==> config.mk <==
export PLATFORM = sky130hd
export DESIGN_NAME = matmul_seq_engine
export DESIGN_NICKNAME = d
export VERILOG_FILES = /design/src/rtl/matmul_seq_engine.sv
export SDC_FILE = /design/constraint.sdc
export NUM_CORES = 1
export LEC_CHECK = 0
export CORE_MARGIN = 2
export CORE_UTILIZATION = 63
export DETAILED_ROUTE_END_ITERATION = 6
export GPL_ROUTABILITY_DRIVEN = 1
export PLACE_DENSITY = 0.78
export SLEW_MARGIN = 30
export SYNTH_ARGS = -nofsm -noshare
export SYNTH_HDL_FRONTEND = slang
export SYNTH_SLANG_ARGS = --single-unit
==> constraint.sdc <==
create_clock -name clk -period 10 [get_ports clk]
set_clock_uncertainty 0.05 [all_clocks]
set_input_delay 1 -clock clk [delete_from_list [all_inputs] [get_ports clk]]
set_output_delay 1 -clock clk [all_outputs]
set_load 0.1 [all_outputs]
==> src/rtl/matmul_seq_engine.sv <==
// Sequential NxN integer matrix multiplier: one multiply-accumulate per clock,
// operands loaded through a write port, results read back through a registered port.
module matmul_seq_engine #(
  parameter int N      = 2,
  parameter int DW     = 8,
  parameter int SIGNED = 0,
  localparam int IW    = (N < 2) ? 1 : $clog2(N),
  localparam int ACC_W = 2 * DW + $clog2(N)
) (
  input  logic             clk,
  input  logic             reset,
  input  logic             wr_en,
  input  logic             wr_sel,
  input  logic [IW-1:0]    wr_row,
  input  logic [IW-1:0]    wr_col,
  input  logic [DW-1:0]    wr_data,
  input  logic             start,
  output logic             busy,
  output logic             done,
  output logic             err,
  input  logic [IW-1:0]    rd_row,
  input  logic [IW-1:0]    rd_col,
  output logic [ACC_W-1:0] rd_data
);

  typedef enum logic {IDLE, COMPUTE} state_t;

  localparam logic [IW:0]   N_L  = (IW + 1)'(N);
  localparam logic [IW-1:0] LAST = IW'(N - 1);

  state_t state, state_next;

  logic [DW-1:0]    mat_a [N][N];
  logic [DW-1:0]    mat_b [N][N];
  logic [ACC_W-1:0] mat_c [N][N];
  logic [ACC_W-1:0] acc, acc_next, prod, a_ext, b_ext;
  logic [IW-1:0]    i, j, k;
  logic             a_sign, b_sign;
  logic             wr_in_range, rd_in_range, wr_ok, err_next, last_mac;

  assign busy = (state == COMPUTE);

  always_comb begin
    wr_in_range = ({1'b0, wr_row} < N_L) && ({1'b0, wr_col} < N_L);
    rd_in_range = ({1'b0, rd_row} < N_L) && ({1'b0, rd_col} < N_L);
    wr_ok       = wr_en && (state == IDLE) && wr_in_range;
    err_next    = (wr_en && !wr_ok) || (start && (state == COMPUTE));
    last_mac    = (state == COMPUTE) && (i == LAST) && (j == LAST) && (k == LAST);
    state_next  = state;
    case (state)
      IDLE:    if (start) state_next = COMPUTE;
      COMPUTE: if (last_mac) state_next = IDLE;
      default: state_next = IDLE;
    endcase
  end

  // Operands are widened to the accumulator width so the product and the sum
  // are both exact (two's complement when SIGNED is set).
  always_comb begin
    a_sign   = (SIGNED != 0) && mat_a[i][k][DW-1];
    b_sign   = (SIGNED != 0) && mat_b[k][j][DW-1];
    a_ext    = {{(ACC_W - DW){a_sign}}, mat_a[i][k]};
    b_ext    = {{(ACC_W - DW){b_sign}}, mat_b[k][j]};
    prod     = a_ext * b_ext;
    acc_next = (k == '0) ? prod : acc + prod;
  end

  always_ff @(posedge clk or negedge reset) begin
    if (!reset) state <= IDLE;
    else        state <= state_next;
  end

  always_ff @(posedge clk or negedge reset) begin
    if (!reset) begin
      for (int r = 0; r < N; r++) begin
        for (int c = 0; c < N; c++) begin
          mat_a[r][c] <= '0;
          mat_b[r][c] <= '0;
          mat_c[r][c] <= '0;
        end
      end
      acc     <= '0;
      i       <= '0;
      j       <= '0;
      k       <= '0;
      rd_data <= '0;
      done    <= 1'b0;
      err     <= 1'b0;
    end else begin
      rd_data <= rd_in_range ? mat_c[rd_row][rd_col] : '0;
      done    <= last_mac;
      err     <= err_next;
      if (wr_ok) begin
        if (wr_sel) mat_b[wr_row][wr_col] <= wr_data;
        else        mat_a[wr_row][wr_col] <= wr_data;
      end
      // Index order: k innermost, then j, then i.
      if ((state == IDLE) && start) begin
        i <= '0;
        j <= '0;
        k <= '0;
      end else if (state == COMPUTE) begin
        acc <= acc_next;
        if (k == LAST) begin
          mat_c[i][j] <= acc_next;
          k <= '0;
          if (j == LAST) begin
            j <= '0;
            i <= (i == LAST) ? '0 : i + 1'b1;
          end else begin
            j <= j + 1'b1;
          end
        end else begin
          k <= k + 1'b1;
        end
      end
    end
  end

endmodule

==> results.tsv <==
metric	value	unit
DP Wirelength	15620	um
DP Area	10570	um^2
Final #Nets	1022	
CTS H-Tree Depth	4	
cell count after synthesis	892	
RSZ-0062 raised after global routing	false	
WP buf/inv	3	
Mapped Area	10050	um^2
critical path's most frequent cell	fa_1	
data required time of the critical path	10230	ps
Leak	5.354	nW
status	complete, no violations	
reg2reg path depth	20	
post-synthesis async set-or-reset flop share	1.000	
clock latency on the worst-skew pair	440	ps
critical path launch point type	flip-flop	
initial antenna violation count	0	
DP Worst Slack	2842	ps
diode count	0	
Initial Util	0.6397	
Post-Layout Inst Area	11160	um^2
final worst slack	2808	ps
Via density	6.136	
Area growth, synth to finish	11.08	%
first-pass GRT wire length	36700	um
vias in the first global route	7357	
Core Rows	46	
Peak VDD IR	0.2486	mV
Rel. slew slack	0.3301	
Worst path slowest cell	dfrtp_4	
number of synthesized flops with an enable pin	0	
Max Clk Rate	139.0	MHz
setup_tns	0	ps
number of CTS-inserted buffers	17	
RePlAce Congestion	0.9037	
cells along the critical path	mux4_2 > nand2_1 > fa_1 > fa_1 > inv_1 > fa_1 > inv_1 > fa_1 > inv_1 > ha_1 > nand4_1 > and3_1 > xnor2_1 > ha_1 > and4_2 > o2111ai_1 > o21ba_2 > nand2_1 > o311ai_1 > o221ai_1	
fillcell total	1106	
wire length per cell	19.41	um
PD cells	352.8	nW/um^2
height of the die	130.3	um
Die Wd	130.3	um
Setup violations, final	0	
total number of vias	7014	
Clk pin slew, worst setup/hold paths	70	ps
CP peak stage delay	850	ps
WL final	22180	um
CTS root buf	clkbuf_16	
first-iteration detailed-routing DRC count	479	
CTS Sinks	172	
CP top delay family	adder cells	
CTS Buffer Depth	2	
Netlist cell types	61	
CP endpoint kind	flip-flop	
WHS Path Cells	2	
Mean Syn Cell Area	11.27	um^2
Slew Viols, Final	0	
Critical Path Stages	20	
endpoints failing hold	0	
Seq cells post-synth	172	
prevailing post-synth register cell	dfrtp_1	
Fin Hold WS	430.4	ps
I/O Buffers	36	
period utilisation layout	0.7192	
drt first pass iters	5	
CP Max Fanout	45	
remaining global-route overflow	0	
io pins	37	
core region area	15710	um^2
layout cells sized above 1	0.1640	
GRT Overall Usage	0.2804	
HP Class	reg -> reg	
worst setup path category	reg -> reg	
Arrival @ worst endpoint	7420	ps
syn_nets	999	
CTS tree	yes	
setup bufs post-CTS	0	
die area	16980	um^2
ANT nets after route	0	
cts hold-fix bufs	0	
sequential element share of the synthesized area	0.4282	
Post-CTS Resized	0	
max cap viols	0	
Synth warnings	0	
Least-Margin Pin Slew	1002	ps
drc violations	0	
largest net degree at the start of global routing	89	
post-layout minimum cycle time	7192	ps
[cell families after synthesis]
group,share of synthesized area
AND/OR/NAND/NOR,0.1175
AO/OA/AOI/OAI,0.09610
adder cells (fa/ha/maj),0.1397
buffers and inverters,0.03710
multiplexers,0.1622
XOR/XNOR,0.01917
flip-flops,0.4282
[placed cells by master (no fill, tap or decap), drive strengths merged, types with 4 or more instances in the layout]
cell	Yosys	final
dfrtp	172	172
nand2	110	110
o21ai	77	77
mux2	69	69
inv	56	64
and2	56	56
ha	53	53
fa	37	37
clkdlybuf4s50	0	34
mux4	33	33
a21oi	32	32
nor2	29	29
xnor2	18	18
clkbuf	25	17
mux2i	11	11
a21o	11	11
nand4	8	8
buf	13	8
nand3	7	7
and3	7	7
xor2	4	4
nor3	4	4
a221o	4	4
a31oi	4	4
or3	4	4
nand2b	4	4
clkinv	0	4
[sequential cells by signal, summed over array words and instances (netlist names)]
name and cells:
i 1, busy 1, mat_a 32, done 1, k 1, mat_c 68
acc 17, j 1, err 1, mat_b 32, rd_data 17
[routing by layer]
metal  wire (um)  vias up  GRT usage  share of wire
met5           0        -          0              0
met3         872       45    0.04510          0.039
li1            -     3170          -              -
met1        9702     3601     0.3730           0.44
met2       11180      198     0.4749           0.50
met4         423        0    0.09551          0.019
[per-stage QoR]
step	power, mW	utilization	std cells
2_1_floorplan	2.732	-	892
3_3_place_gp	3.131	0.6725	1112
3_5_place_dp	3.240	0.6729	1112
4_1_cts	3.932	0.7109	1143
5_1_grt	4.218	0.7105	1143
6_report	3.939	0.7105	1143
[worst min-delay path: cells and delay by family (launching register included)]
family / cells / cell delay (ps)
DFF: 1 / 340
AOI/OAI and AO/OA: 1 / 60
and+or+nand+nor: 1 / 40
[final cells by class]
type                       instances  area [um^2]  area share
timing repair buffer              42        405.4     0.03631
multi-input combinational        626         5374      0.4813
inverter                          56        210.2     0.01883
clock inverter                    14        171.4     0.01535
tap                              216        270.3     0.02421
sequential                       172         4308      0.3859
clock buffer                      17        425.4     0.03810
[cell usage after synthesis (all sizes together), types with 2 or more instances]
cell     instances  area share
dfrtp          172        0.43
nand2          110       0.041
o21ai           77       0.038
mux2            69       0.077
and2            56       0.035
inv             56       0.021
ha              53       0.066
fa              37       0.074
mux4            33       0.074
a21oi           32       0.016
nor2            29       0.011
clkbuf          25      0.0095
xnor2           18       0.016
buf             13      0.0067
a21o            11      0.0083
mux2i           11       0.011
nand4            8      0.0050
and3             7      0.0044
nand3            7      0.0035
a221o            4      0.0040
a31oi            4      0.0025
nand2b           4      0.0025
nor3             4      0.0020
or3              4      0.0025
xor2             4      0.0035
nor3b            3      0.0032
o21a             3      0.0022
o221ai           3      0.0026
o31ai            3      0.0022
a211o            2      0.0017
a211oi           2      0.0015
a22oi            2      0.0015
a311oi           2      0.0017
and4             2      0.0019
nand3b           2      0.0015
nand4b           2      0.0017
nor2b            2      0.0012
o2111ai          2      0.0017
o211ai           2      0.0015
o311ai           2      0.0017
o41ai            2      0.0025
[report_power, final]
part	switching [mW]	total (mW)	internal, mW
Sequential	0.169	1.10	0.928
Combinational	1.37	2.18	0.812
Clock	0.308	0.665	0.357
Total	1.84	3.94	2.10
[worst paths after layout]
kind / from / endpoint / slack (ps)
min in group asynchronous: reset / rd_data[12] / 570
hold reg to reg: mat_c[49] / mat_c[49] / 430
setup / recovery: k / acc[14] / 2810
max in group asynchronous: reset / k / 8050
hold / removal: mat_c[49] / mat_c[49] / 430
setup reg to reg: k / acc[14] / 2810
No activity file was read; power rests on OpenSTA's default activity.
